<file path="src/rtl/vga_tile_renderer.sv">
// Tile-map pixel renderer: map fetch -> pattern fetch -> palette lookup, 2 pixel strobes of latency.
// Optional cursor-blink inversion is built only when CURSOR_EN is defined.
module vga_tile_renderer #(
    parameter int MAP_COLS  = 80,
    parameter int BLINK_BIT = 5
) (
    input  logic        clk,
    input  logic        rst_n,
    input  logic [9:0]  x,
    input  logic [9:0]  y,
    input  logic        valid,
    input  logic        hsync,
    input  logic        vsync,
    input  logic        newframe,
    input  logic        pixclk,
    output logic [12:0] map_addr,
    input  logic [15:0] map_data,
    output logic [10:0] pat_addr,
    input  logic [7:0]  pat_data,
    input  logic        pal_we,
    input  logic [3:0]  pal_addr,
    input  logic [11:0] pal_data,
    input  logic [6:0]  cur_x,
    input  logic [5:0]  cur_y,
    output logic [3:0]  red,
    output logic [3:0]  green,
    output logic [3:0]  blue,
    output logic        hsync_o,
    output logic        vsync_o,
    output logic        de
);

    logic [11:0] palette [16];

    logic [2:0]  s1_col;
    logic [2:0]  s1_row;
    logic        s1_valid;
    logic        s1_hs;
    logic        s1_vs;
    logic        s1_cur;

    logic [2:0]  s2_col;
    logic [3:0]  s2_fg;
    logic [3:0]  s2_bg;
    logic        s2_valid;
    logic        s2_hs;
    logic        s2_vs;
    logic        s2_cur;

    logic [12:0] tile_addr;
    logic        cur_hit;
    logic        pix_bit;
    logic [3:0]  pix_idx;

    assign tile_addr = 13'(y[9:3]) * 13'(MAP_COLS) + 13'(x[9:3]);
    assign pix_bit   = pat_data[3'd7 - s2_col];
    assign pix_idx   = (pix_bit ^ s2_cur) ? s2_fg : s2_bg;

`ifdef CURSOR_EN
    logic [7:0] frame_cnt;
    logic       armed;

    // armed drops the newframe pulse that lands on the first edge after reset release
    always_ff @(posedge clk or negedge rst_n) begin
        if (!rst_n) begin
            frame_cnt <= 8'd0;
            armed     <= 1'b0;
        end else begin
            armed <= 1'b1;
            if (newframe && armed)
                frame_cnt <= frame_cnt + 8'd1;
        end
    end

    assign cur_hit = (x[9:3] == cur_x) && (y[9:3] == {1'b0, cur_y}) &&
                     (y[2:0] == 3'd7) && frame_cnt[BLINK_BIT];
`else
    logic unused_cursor;
    assign unused_cursor = ^{cur_x, cur_y, newframe};
    assign cur_hit       = 1'b0;
`endif

    // Palette writes ignore pixclk; a same-edge read sees the old entry.
    always_ff @(posedge clk or negedge rst_n) begin
        if (!rst_n) begin
            for (int i = 0; i < 16; i++)
                palette[i] <= {4'(i), 4'(i), 4'(i)};
        end else if (pal_we) begin
            palette[pal_addr] <= pal_data;
        end
    end

    // Sync stages reset to the idle (high) level so no spurious pulse leaves after reset.
    always_ff @(posedge clk or negedge rst_n) begin
        if (!rst_n) begin
            s1_col   <= 3'd0;
            s1_row   <= 3'd0;
            s1_valid <= 1'b0;
            s1_hs    <= 1'b1;
            s1_vs    <= 1'b1;
            s1_cur   <= 1'b0;
            map_addr <= 13'd0;
        end else if (pixclk) begin
            s1_col   <= x[2:0];
            s1_row   <= y[2:0];
            s1_valid <= valid;
            s1_hs    <= hsync;
            s1_vs    <= vsync;
            s1_cur   <= cur_hit;
            if (valid)
                map_addr <= tile_addr;
        end
    end

    always_ff @(posedge clk or negedge rst_n) begin
        if (!rst_n) begin
            s2_col   <= 3'd0;
            s2_fg    <= 4'd0;
            s2_bg    <= 4'd0;
            s2_valid <= 1'b0;
            s2_hs    <= 1'b1;
            s2_vs    <= 1'b1;
            s2_cur   <= 1'b0;
            pat_addr <= 11'd0;
        end else if (pixclk) begin
            s2_col   <= s1_col;
            s2_fg    <= map_data[11:8];
            s2_bg    <= map_data[15:12];
            s2_valid <= s1_valid;
            s2_hs    <= s1_hs;
            s2_vs    <= s1_vs;
            s2_cur   <= s1_cur;
            pat_addr <= {map_data[7:0], s1_row};
        end
    end

    always_ff @(posedge clk or negedge rst_n) begin
        if (!rst_n) begin
            {red, green, blue} <= 12'h000;
            de                 <= 1'b0;
            hsync_o            <= 1'b1;
            vsync_o            <= 1'b1;
        end else if (pixclk) begin
            {red, green, blue} <= s2_valid ? palette[pix_idx] : 12'h000;
            de                 <= s2_valid;
            hsync_o            <= s2_hs;
            vsync_o            <= s2_vs;
        end
    end

endmodule

</file>
<file path="config.mk">
export PLATFORM = sky130hd
export DESIGN_NAME = vga_tile_renderer
export DESIGN_NICKNAME = d
export VERILOG_FILES = /design/src/rtl/vga_tile_renderer.sv
export SDC_FILE = /design/constraint.sdc
export NUM_CORES = 1
export LEC_CHECK = 0
export BUFFER_PORTS_ARGS = -buffer_cell sky130_fd_sc_hd__buf_2
export CAP_MARGIN = 30
export CORE_MARGIN = 10
export CORE_UTILIZATION = 45
export CTS_BUF_LIST = sky130_fd_sc_hd__clkbuf_8
export CTS_CLUSTER_SIZE = 20
export DETAILED_ROUTE_END_ITERATION = 8
export MAX_ROUTING_LAYER = met4
export PLACE_DENSITY = 0.66
export RECOVER_POWER = 50
export SYNTH_ARGS = -nofsm -noshare
export SYNTH_HDL_FRONTEND = slang
export SYNTH_SLANG_ARGS = --single-unit
</file>
<file path="constraint.sdc">
create_clock -name clk -period 2.5 [get_ports clk]
set_clock_uncertainty 0.15 [all_clocks]
set_input_delay 0.5 -clock clk [delete_from_list [all_inputs] [get_ports clk]]
set_output_delay 0.5 -clock clk [all_outputs]
set_load 0.02 [all_outputs]
</file>
; Word-level counts from Yosys, hierarchy flattened
; Index checks and enable logic that the tools add are counted.
[word_totals]
reg_bits = 254
inputBits = 81
output_inout_bits = 39
[op_classes]
addsub = 2
mul = 1
magnitude_cmp = 4
muxes = 10
bitwise_logic = 2
reduce_logical = 2
[op_table]
columns = cell, count
row1 = bitwise mux 192 bit, 1
row2 = binary-select mux 12 bit (select 4 bit), 1
row3 = demux 12 bit (select 4 bit), 1
row4 = 2-to-1 mux 12 bit, 4
row5 = adder 13 x 7 -> 13 bit, 1
row6 = "greater-or-equal comparator 5 bit, second input constant", 2
row7 = NOT 4 -> 5 bit, 2
row8 = "multiplier 7 x 3 -> 9 bit, second input constant", 1
row9 = "less-than comparator 5 x 1 -> 1 bit, second input constant", 1
row10 = "less-than comparator 3 x 4 -> 1 bit, second input constant", 1
row11 = 2-to-1 mux 4 bit, 1
row12 = binary-select mux 1 bit (select 3 bit), 1
row13 = "subtractor 3 bit, first input constant", 1
row14 = AND reduction 2 bit, 1
row15 = logical AND 1 bit, 1
row16 = 2-to-1 mux 1 bit, 1

; Logic depth before layout (Yosys ltp)
[depth]
depth_word = 9
mapped_depth = 10

; Worst setup path after synthesis
; OpenSTA, ideal clock, no wires.
[synth_timing]
path_kind = input port to flip-flop
startpoint = input y[4]
endpoint = register map_addr[12]
setup_time_ns = 0.138
t_arrival_ns = 2.378
required_time_ns = 2.212
path_slack_ns = -0.165
path_stages = 10
path_buffers = 0
path_cell_list = ha_1 -> ha_1 -> fa_1 -> a21o_1 -> a21oi_1 -> xnor2_1 -> nand3_1 -> xor2_1 -> xnor2_1 -> o21ai_0
[synth_via]
elab_chain_len = 2
[synth_rtl]
columns = element, line_no
row1 = start: declaration, 10  ; input logic [9:0] y,
row2 = multiplier 7 x 3 -> 9 bit, 55  ; assign tile_addr = 13'(y[9:3]) * 13'(MAP_COLS) + 13'(x[9:3]);
row3 = adder 13 x 7 -> 13 bit, 55
row4 = end signal: assignment, 111  ; map_addr <= tile_addr;
row5 = end: declaration, 16  ; output logic [12:0] map_addr,
; No other way between the ends.
; A chain may end at the register's enable or synchronous reset.

; Worst setup path after layout
[layout_timing]
startpoint = register s2_col[0]
endpoint = register green[1]
[layout_via]
elab_chain_len = 9
[layout_rtl]
columns = element, line_no
row1 = start: declaration, 42  ; logic [2:0] s2_col;
row2 = start signal: assignment, 126  ; s2_col <= s1_col;
row3 = subtractor 3 bit, 56  ; assign pix_bit = pat_data[3'd7 - s2_col];
row4 = binary-select mux 1 bit (select 3 bit), 56
row5 = 2-to-1 mux 1 bit (implied by the code), 56
row6 = 2-to-1 mux 4 bit, 57  ; assign pix_idx = (pix_bit ^ s2_cur) ? s2_fg : s2_bg;
row7 = NOT 4 -> 5 bit (implied by the code), 144  ; {red, green, blue} <= s2_valid ? palette[pix_idx] : 12'h000;
row8 = binary-select mux 12 bit (select 4 bit), 144
row9 = 2-to-1 mux 12 bit (implied by the code) (2 in a row), 144
row10 = 2-to-1 mux 12 bit, 144
row11 = end signal: assignment, 144
row12 = end: declaration, 26  ; output logic [3:0] green,
; No other way between the ends. The select of a mux whose other input is x is not followed.

==> impl_metrics.tcl <==
set metrics [dict create \
    power.share.clock_pct 29.0 \
    ys_ff_latch 254 \
    synth_compound_area_share_pct 2.61 \
    clk_latency_ps 550 \
    antenna_left 0 \
    synth-edff-count 0 \
    worst_hold_startpoint "map_data[9]" \
    hp-class "in -> reg" \
    hold_depth 2 \
    vdd_ir_drop_max_v 0.000367 \
    pre_cts_ws_ps -294 \
    cts_buffer_depth 3 \
    fin_nets 1248 \
    gp_congestion 0.802 \
    fillers 2111 \
    synthXorXnorAreaFrac_pct 0.825 \
    reg2reg_from "s2_col[0]" \
    die_area_mm2 0.0328 \
    numPortBuffers 105 \
    rrSetupSlack_ps -130 \
    synth_area_per_cell_um2 12.0 \
    via_per_inst 5.47 \
    start_util_pct 46.1 \
    period_share_pct 105 \
    hold_path_end "s2_fg[1]" \
    cts_buffers 43 \
    antenna_found_initial 1 \
    synthFlopType "dfrtp_1" \
    drive_gt1_share_pct 53.2 \
    cp.arrival_ps 2980 \
    grt_overflow 0 \
    max_freq_mhz 380 \
    grt_max_degree 57 \
    drc 0 \
    grtUsageTotal_pct 19.1 \
    status "finished with violations" \
    final_hold_viol_count 0 \
    synthCells 972 \
    maxSlewHeadroom_pct 10.4 \
    critPathMaxStageDelay_ps 520 \
    slew_viol_final 0 \
    die_y_um 181 \
    yosysWarnings 0 \
    maxCapViolations 0 \
    synth_fa_ha_area_share_pct 1.74 \
    yosys.area_share.simple_pct 12.5 \
    cts_tree "built" \
    reg2reg_to "green[1]" \
    cp.required_ps 2840 \
    intPower_mw 9.03 \
    synth_top_family_by_area "multiplexers" \
    vias 8305 \
    htree_levels 2 \
    first_iter_violations 698 \
    cts_sinks 254 \
    syn_to_final_growth_pct 24.2 \
    io_pins 120 \
    powerDensity_mw_per_mm2 885 \
    muxShareOfSynthArea_pct 24.2 \
    final-setup-viol-count 12 \
    comb_power_share_pct 26.1 \
    num_rows 58 \
    rsz0062_at_grt "yes" \
    whs_ps 40.3 \
    finalCriticalPeriod_ps 2630 \
    crit_chain "mux4_2, mux2i_1, buf_4, mux2i_4, buf_12, buf_12, buf_12, nand2_2, a31oi_1, nand4_1, nand3_1" \
    tightest_slew_ps 1340 \
    syn_nets 1068 \
    violations "setup timing" \
    wl_per_cell_um 20.6 \
    crit_type "reg -> reg" \
    p_switching_mw 3.81 \
    synth_cell_type_count 32 \
    crit_fanout 8 \
    crit_start "s2_col[0]" \
    dp_hpwl_mm 19.0 \
    clock-root-buffer "clkbuf_8" \
    grt_pass1_vias 8337 \
    clkTransAtPathRegs_ps 60 \
    r2r_cells 11 \
    worst_setup_path_end_kind "flip-flop" \
    startpoint_type "flip-flop" \
    core_mm2 0.0253 \
    leakage_nw 6.36 \
    crit_top_cell "buf_12" \
    seq_power_share_pct 44.9 \
    drtPass1Iterations 5 \
    mappedNetlistArea_mm2 0.0117 \
    grt_pass1_wl_mm 48.7 \
    die_w_um 181 \
    ys_seq_area_share_pct 55.5 \
    crit_slowest_cell "mux4_2" \
    drt_wl_total_mm 31.2 \
    async_reset_ff_share_pct 100 \
    p_sw_share_pct 29.7 \
    fin_ws_ps -133 \
]
[metal layers]
metal / GRT usage, % / wire (um) / vias to the layer above
met1: 24.9 / 13600 / 4242
met2: 30.1 / 15100 / 229
met5: - / 0 / -
li1: - / - / 3786
met4: 5.01 / 562 / 0
met3: 3.58 / 1880 / 48
[flip-flops by register name, summed over array words and instances (netlist names), 3 cells and up]
name	cells
s2_fg	4
s2_col	3
s1_col	3
map_addr	13
s2_bg	4
palette	192
pat_addr	11
green	4
s1_row	3
blue	4
red	4
[cell families after synthesis]
logic type / count (synthesis)
flip-flops: 254
adder cells (fa/ha/maj): 15
buffers and inverters: 69
XOR/XNOR: 11
AO/OA/AOI/OAI: 46
multiplexers: 251
AND/OR/NAND/NOR: 326
[stage by stage]
step | power, mW | TNS, ps | area (um^2) | cells | utilization, %
4_1_cts | 12.8 | -1080 | 14400 | 1509 | 56.7
3_3_place_gp | 8.63 | -3380 | 13200 | 1413 | 52.0
5_1_grt | 13.6 | -5100 | 14500 | 1518 | 57.3
2_1_floorplan | 7.56 | 0 | 11700 | 972 | -
6_report | 12.8 | -1080 | 14500 | 1518 | 57.3
3_5_place_dp | 8.73 | -3530 | 13200 | 1413 | 52.0
[synthesized netlist by cell type (all sizes together) (2+ instances only)]
cell	count	area, um^2
a31oi	12	75.1
a21o	4	30.0
xnor2	5	43.8
inv	3	11.3
nand2	184	691
fa	2	40.0
buf	25	135
o21ai	12	60.1
or3	3	18.8
dfrtp	152	3800
a32oi	12	105
xor2	6	52.6
mux2i	15	150
nand2b	17	106
nor2	13	48.8
nand3	76	380
dfstp	102	2680
nand4	25	156
mux4	2	45.0
mux2	234	2640
ha	13	163
a21oi	4	20.0
clkbuf	41	154
nand3b	5	37.5
[critical path, delay by kind of cell (launching register included)]
family	cells	cell delay, ps
muxes	3	970
buffers and inverters	4	620
DFF	1	410
and+or+nand+nor	3	260
AOI/OAI and AO/OA	1	180
[power by group through the flow]
stage	Sequential, mW	Combinational, mW	Clock (mW)
global placement	5.76	2.88	0
finish	5.77	3.35	3.72
global route	5.88	3.65	4.02
CTS	5.74	3.21	3.80
floorplan	5.82	1.74	0
detailed placement	5.79	2.94	0
[worst max-delay path by stage]
| stage | end |
|---|---|
| finish | green[1] |
| floorplan | blue[1] |
| global placement | green[3] |
| CTS | blue[3] |
| detailed placement | red[0] |
| global route | red[1] |
[final cells by class]
type	count	area, um^2	share of cell area (%)
antenna	1	2.50	0.0173
clock buffer	54	743	5.13
clock inverter	26	139	0.958
inverter	3	11.3	0.0777
multi-input combinational	649	5110	35.3
sequential	254	6480	44.7
tap	330	413	2.85
timing repair buffer	201	1600	11.0
[placed cells by master, fill, tap and decap left out, drive strengths merged, types with 2 or more instances in the layout]
cell	synthesis	routed
or3	3	3
dfrtp	152	152
nand2b	17	17
a31oi	12	12
a21oi	4	4
mux2	234	234
mux4	2	2
o21ai	12	12
nand4	25	25
a32oi	12	12
ha	13	13
inv	3	22
dfstp	102	102
clkinv	0	5
nand2	184	184
mux2i	15	15
buf	25	180
nand3	76	76
clkbuf	41	74
xnor2	5	5
a21o	4	4
fa	2	2
nand3b	5	5
nor2	13	13
xor2	6	6
[what timing repair did]
action | in CTS | in global routing
pin swaps | 24 | 37
hold buffers | 1 | 0
resized for setup | 30 | 30
endpoints found under the hold margin | 29 | 0
buffers inserted | 12 | 5
endpoints found under the setup margin | 12 | 12
gates cloned | 3 | 4
Power figures use the tool's default switching activity.
